$ cat src/rtl/dec_pkg.sv
// Shared mode encodings and the one-hot helper for the sequenced N-to-2^N decoder.
package dec_pkg;

  localparam logic [1:0] MODE_OFF    = 2'b00;
  localparam logic [1:0] MODE_DIRECT = 2'b01;
  localparam logic [1:0] MODE_STEP   = 2'b10;
  localparam logic [1:0] MODE_AUTO   = 2'b11;

  // Bits at or above width stay clear so narrow builds never see stray ones.
  function automatic logic [63:0] onehot(input logic [5:0] idx, input int unsigned width);
    logic [63:0] result;
    result = '0;
    if (32'(idx) < width) result[idx] = 1'b1;
    return result;
  endfunction

endpackage

$ cat src/rtl/scan_prescaler.sv
// Auto-scan prescaler: counts enabled cycles and flags the terminal count.
module scan_prescaler #(
  parameter int PRESCALE = 4
) (
  input  logic clk,
  input  logic rst_n,
  input  logic en,
  input  logic clear,
  output logic tick
);

  localparam int CW = (PRESCALE > 1) ? $clog2(PRESCALE) : 1;
  localparam logic [CW-1:0] LAST = CW'(PRESCALE - 1);

  logic [CW-1:0] count;

  assign tick = !clear && (count == LAST);

  always_ff @(posedge clk or negedge rst_n) begin
    if (!rst_n) begin
      count <= '0;
    end else if (en) begin
      if (clear || tick) count <= '0;
      else               count <= count + CW'(1);
    end
  end

endmodule

$ cat src/rtl/dec_nto2n_seq.sv
// Registered N-to-2^N one-hot decoder whose index comes from a direct select,
// a rising-edge step input, or a prescaled auto-scan.
module dec_nto2n_seq
  import dec_pkg::*;
#(
  parameter int SEL_W      = 3,
  parameter int PRESCALE   = 4,
  parameter int ACTIVE_LOW = 0
) (
  input  logic                  clk,
  input  logic                  rst_n,
  input  logic                  en,
  input  logic [1:0]            mode,
  input  logic [SEL_W-1:0]      sel,
  input  logic                  step,
  output logic [2**SEL_W-1:0]   out,
  output logic [SEL_W-1:0]      idx,
  output logic                  valid,
  output logic                  wrap
);

  localparam int OUT_W = 2**SEL_W;
  localparam logic INACT = (ACTIVE_LOW != 0);
  localparam logic [SEL_W-1:0] IDX_MAX = '1;

  logic [1:0]       mode_q;
  logic             step_q;
  logic             mode_change;
  logic             auto_run;
  logic             tick;
  logic             inc;
  logic [SEL_W-1:0] idx_next;
  logic [OUT_W-1:0] dec_val;
  logic [OUT_W-1:0] out_next;

  assign mode_change = (mode != mode_q);
  assign auto_run    = (mode == MODE_AUTO) && !mode_change;

  scan_prescaler #(
    .PRESCALE(PRESCALE)
  ) u_prescaler (
    .clk   (clk),
    .rst_n (rst_n),
    .en    (en),
    .clear (!auto_run),
    .tick  (tick)
  );

  // Out is decoded from the next index so idx and out land on the same edge.
  always_comb begin
    inc      = 1'b0;
    idx_next = idx;
    case (mode)
      MODE_DIRECT: idx_next = sel;
      MODE_STEP:   inc = !mode_change && step && !step_q;
      MODE_AUTO:   inc = tick;
      default:     inc = 1'b0;
    endcase
    if (inc) idx_next = idx + SEL_W'(1);
    dec_val  = OUT_W'(onehot(6'(idx_next), OUT_W));
    out_next = (mode == MODE_OFF) ? {OUT_W{INACT}} : (dec_val ^ {OUT_W{INACT}});
  end

  always_ff @(posedge clk or negedge rst_n) begin
    if (!rst_n) begin
      idx    <= '0;
      mode_q <= MODE_OFF;
      step_q <= 1'b0;
      out    <= {OUT_W{INACT}};
      valid  <= 1'b0;
      wrap   <= 1'b0;
    end else if (en) begin
      idx    <= idx_next;
      mode_q <= mode;
      step_q <= step;
      out    <= out_next;
      valid  <= (mode != MODE_OFF);
      wrap   <= inc && (idx == IDX_MAX);
    end else begin
      wrap   <= 1'b0;
    end
  end

endmodule

$ cat config.mk
export PLATFORM = sky130hd
export DESIGN_NAME = dec_nto2n_seq
export DESIGN_NICKNAME = d
export VERILOG_FILES = /design/src/rtl/dec_pkg.sv /design/src/rtl/scan_prescaler.sv /design/src/rtl/dec_nto2n_seq.sv
export SDC_FILE = /design/constraint.sdc
export NUM_CORES = 1
export LEC_CHECK = 0
export CORE_ASPECT_RATIO = 1.2
export CORE_UTILIZATION = 50
export CTS_CLUSTER_DIAMETER = 60
export DETAILED_ROUTE_END_ITERATION = 8
export MAX_ROUTING_LAYER = met4
export PLACE_DENSITY = 0.83
export SLEW_MARGIN = 20
export SYNTH_ARGS = -nofsm -noshare
export SYNTH_HDL_FRONTEND = slang
export SYNTH_SLANG_ARGS = --single-unit
$ cat constraint.sdc
create_clock -name clk -period 1.9 [get_ports clk]
set_input_delay 0.57 -clock clk [delete_from_list [all_inputs] [get_ports clk]]
set_output_delay 0.57 -clock clk [all_outputs]
set_load 0.01 [all_outputs]
==> impl_metrics.json <==
{
  "grt_max_degree": 23,
  "worstSkewPairLatency_ns": 0.30,
  "cp_max_fo": 6,
  "crit_path_top_delay_cell": "clkdlybuf4s50_1",
  "cts_buffers": 3,
  "synth_xor_xnor_area_share": 0,
  "synth_commonest_cells": "dfrtp_1 (18), inv_1 (17), a31oi_1 (10)",
  "die_x_um": 44.0,
  "drtIter0Drc": 32,
  "grt-ovfl-total": 0,
  "die-area_mm2": 0.00231,
  "hold_viol": 0,
  "hold_class": "register to register",
  "grtUsageTotal": 0.259,
  "slowest_delay_ns": 0.55,
  "violations": "design-rule violations",
  "status": "finished with violations",
  "syn_area_mm2": 0.00106,
  "yosysWarnings": 0,
  "nets": 161,
  "tightest_slew_ns": 0.366,
  "layout-drive-gt1-share": 0.299,
  "vias": 1051,
  "root_buffer": "clkbuf_4",
  "rows": 17,
  "cp_top_family": "buffers and inverters",
  "finalMaxSlewViolations": 0,
  "path_cells": "clkdlybuf4s50_1",
  "dpl-instance-area_mm2": 0.00137,
  "setup_violations": 0,
  "max_cap_viol_count": 0,
  "fin_skew_ns": 0.00536,
  "antenna_found_initial": 0,
  "cts.sinks": 18,
  "htreeDepth": 1,
  "synthTopCellsByArea": "dfrtp_1 (43%), inv_1 (6.0%), a31oi_1 (5.9%)",
  "start_util": 0.554,
  "arrival_ns": 1.29,
  "io_pins": 22,
  "netlist.area_leader.share": 0.425,
  "first_global_vias": 988,
  "wl_mm": 2.75,
  "synth_edf_count": 0,
  "ys.flop_type": "dfrtp_1",
  "core-area_mm2": 0.00191,
  "final_cell_area_mm2": 0.00150,
  "synth.most_common_cell": "dfrtp_1",
  "max_freq_ghz": 0.537,
  "end_kind": "output port",
  "synth-compound-area-share": 0.231,
  "area_growth_syn_to_layout_pct": 41.3,
  "startpoint_type": "register",
  "drtPass1Iterations": 6,
  "die_y_um": 52.4,
  "ant_nets": 0,
  "avgViaCountPerCell": 6.33,
  "synthCells": 111,
  "clockBufferDepth": 2,
  "leakage_uw": 0.000661,
  "required_ns": 1.33,
  "dp_hpwl_mm": 1.71,
  "synth_area_per_cell_um2": 9.55,
  "cts_tree": "built",
  "post_drt_wl_per_cell_um": 16.5,
  "post-route-drc-count": 3,
  "yosys.cell_types.count": 32,
  "ys_seq_elements": 18,
  "holdWs_ns": 0.527,
  "fin_crit_sh": 0.980,
  "ir_drop_mv": 0.479,
  "yosysTopAreaCell": "dfrtp_1",
  "slew_headroom": 0.755,
  "place.gp.congestion": 0.951,
  "crit_buf_inv": 1,
  "seq_area_frac_synth": 0.425,
  "portBuffers": 21,
  "synth_top_family_by_area": "compound AO/OA/AOI/OAI gates",
  "grt_pass1_wl_mm": 4.27,
  "synthAdderAreaFrac": 0.0354,
  "fin_crit_ns": 1.86,
  "muxShareOfSynthArea": 0.0460,
  "p_per_area_mw_per_mm2": 690,
  "synthesis.nets": 123,
  "async_flop_share": 1.00,
  "synthSimpleGateAreaFrac": 0.169,
  "path_class": "register to output port",
  "clkTransAtPathRegs_ns": 0.10,
  "antenna_cells": 0
}
## report_power, final
group	internal, uW	switching (uW)
logic	175	193
registers	424	46.3
clock network	74.1	120
total	673	360
## worst paths after layout
check	slack, ns	cells past startpoint	from	end
max in group asynchronous	1.10	2	rst_n	idx[0]
max reg2reg	0.21	6	idx[0]	out[6]
min	0.53	2	valid	valid
min reg2reg	0.53	2	valid	valid
min in group asynchronous	0.59	2	rst_n	u_prescaler.count[0]
max	0.04	1	idx[1]	idx[1]
## logic make-up after synthesis
kind of cell | after synthesis
compound gates | 36
simple gates | 28
flops | 18
fa+ha+maj | 3
buf+inv | 22
mux | 4
## sequential cells by signal, summed over array words and instances, names as in the netlist
register / cells
mode_q: 2
u_prescaler.count: 2
step_q: 1
valid: 1
out: 8
idx: 3
wrap: 1
## metal layers
layer / up-vias / GRT usage / part of all wire
li1: 487 / - / -
met1: 518 / 0.296 / 0.41
met2: 35 / 0.446 / 0.52
met3: 11 / 0.0310 / 0.040
met4: 0 / 0.121 / 0.025
met5: - / - / 0
## placed cells by master, fill, tap and decap left out, types with 4 or more instances in the layout
| master | Yosys | layout |
|---|---|---|
| a31oi_1 | 10 | 9 |
| buf_4 | 0 | 14 |
| clkdlybuf4s50_1 | 0 | 18 |
| dfrtp_1 | 18 | 15 |
| inv_1 | 17 | 17 |
| nand3_1 | 4 | 4 |
| nor2_1 | 8 | 8 |
| nor3_2 | 2 | 6 |
| o21ai_0 | 4 | 4 |
| o22ai_1 | 9 | 9 |
## timing repair
action                                  CTS  global route
endpoints found under the setup margin   13            11
pin swaps                                 2             4
buffers inserted                          0             2
cloned                                    1             1
hold buffers                              0             0
gates resized for setup                   4            13
## through the flow
step	setup TNS (ns)	instances	setup WS, ns	total power (uW)	util
floorplan	0	111	0.207	655	-
global placement	-3.38	159	-0.343	800	0.715
finish	0	166	0.0374	1030	0.782
CTS	0	163	0.00918	1000	0.735
global route	-0.170	166	-0.0373	1090	0.782
detailed placement	-4.20	159	-0.398	810	0.715
## area by class of cell
type	instances	area [um2]
Clock buffer	3	22.5
Multi-Input combinational cell	73	594
Fill cell	126	417
Inverter	17	63.8
Tap cell	19	23.8
Timing Repair Buffer	36	339
Sequential cell	18	454
Power figures use the tool's default switching activity.
==> patch (same settings) <==
`PRESCALE` is set to 4 in 2 places; all go to 8.
--- a/src/rtl/scan_prescaler.sv
+++ b/src/rtl/scan_prescaler.sv
@@ -1,6 +1,6 @@
 // Auto-scan prescaler: counts enabled cycles and flags the terminal count.
 module scan_prescaler #(
-  parameter int PRESCALE = 4
+  parameter int PRESCALE = 8
 ) (
   input  logic clk,
   input  logic rst_n,
--- a/src/rtl/dec_nto2n_seq.sv
+++ b/src/rtl/dec_nto2n_seq.sv
@@ -4,7 +4,7 @@
   import dec_pkg::*;
 #(
   parameter int SEL_W      = 3,
-  parameter int PRESCALE   = 4,
+  parameter int PRESCALE   = 8,
   parameter int ACTIVE_LOW = 0
 ) (
   input  logic                  clk,
Check against the original RTL: not equivalent (a bounded check fails within 10 cycles, from zero or initial values and one cycle with rst_n low).
==> patch against the unedited design <==
The run still ends with DRC left. Die area unchanged. Design area up 0.33%. Sequential cell count up 1. Synthesized area unchanged. Setup slack worse by 0.019 ns. Sequential power up 3%. Routed wire length down 1.2%. Power up 3.4%. Critical path depth up 5.
==> patch: results (changes against the unedited design) <==
| Metric | Value |
|---|---|
| Hold Crit Depth | 1 (-1) |
| Initial DRC Count | 56 (+75%) |
| GR Util met2 | 0.434 (-0.0123) |
| Final worst slack | 0.0185 ns (-0.0189 ns) |
| Largest regs | out: 8 flops, idx: 3 flops, u_prescaler.count: 3 flops |
| Detailed placement HPWL | 1.89 mm (+11%) |
| Hold path start | out[7]$_DFFE_PN0P_ |
| Status | complete, but fails checks |
| Placed instance area | 1410 um^2 (+2.7%) |
| Actual slew at the worst max-slew pin | 0.488 ns (+0.123 ns) |
| Unique masters post-synth | 31 (-3.1%) |
| CP Launch Point | mode[1] |
| Post-DR vias/cell | 6.26 (-1.1%) |
| Largest net degree at the start of global routing | 20 (-13%) |
| Worst Path Arrival | 2.08 ns (+0.79 ns) |
| Syn Area/Cell | 10.7 um^2 (+12%) |
| Global-route wire length before repair | 4.17 mm (-2.3%) |
| Most frequent cells after synthesis | dfrtp_1, nor2_1, o2bb2ai_1, a21oi_1 |
| Failing checks | DRC |
| Worst vdd ir | 0.000572 V (+19%) |
| Routed wire length | 2.71 mm (-1.2%) |
| Drt wl/cell | 16.8 um (+1.9%) |
| Largest cells by area after synthesis | dfrtp_1, o2bb2ai_1, ha_1, nor3b_1, nor2_1 |
| Mux cell area share after synthesis | 0.0614 (+0.0153) |
| Min Hold Slack | 0.503 ns (-0.0240 ns) |
| Routed met2 length | 1.33 mm (-7.3%) |
| Crit-path max cell delay | 0.46 ns (-0.09 ns) |
| Remaining DRCs | 3 (unchanged) |
==> patch: changes by cell type in the layout (fill, tap and decap cells not counted), moves of 4 or more <==
cell and change:
a31oi_1 -4, o22ai_1 -7, inv_1 -16, o2bb2ai_1 +8
buf_4 +8, nor3_2 -6, nor3b_1 +5
==> patch: power breakdown <==
part / leakage, nW / internal (W) / switching (W)
sequential: 0.243 / 0.000446 / 0.0000417
clock: 0.0177 / 0.0000789 / 0.000134
combinational: 0.402 / 0.000191 / 0.000177
==> patch: layout make-up <==
class / instances / area (um^2) / share of cell area
multi-input cells: 74 / 589 / 0.392
flip-flops and latches: 19 / 479 / 0.319
repair buffers: 43 / 375 / 0.250
well taps: 19 / 23.8 / 0.0158
clock buffers: 3 / 22.5 / 0.0150
inverters: 2 / 7.51 / 0.00500
clock inverters: 1 / 5.00 / 0.00333
==> patch: critical path, delay by kind of cell <==
kind	cells	cell delay (ns)
buffers and inverters	1	0.46
and+or+nand+nor	2	0.50
AOI/OAI and AO/OA	3	0.55
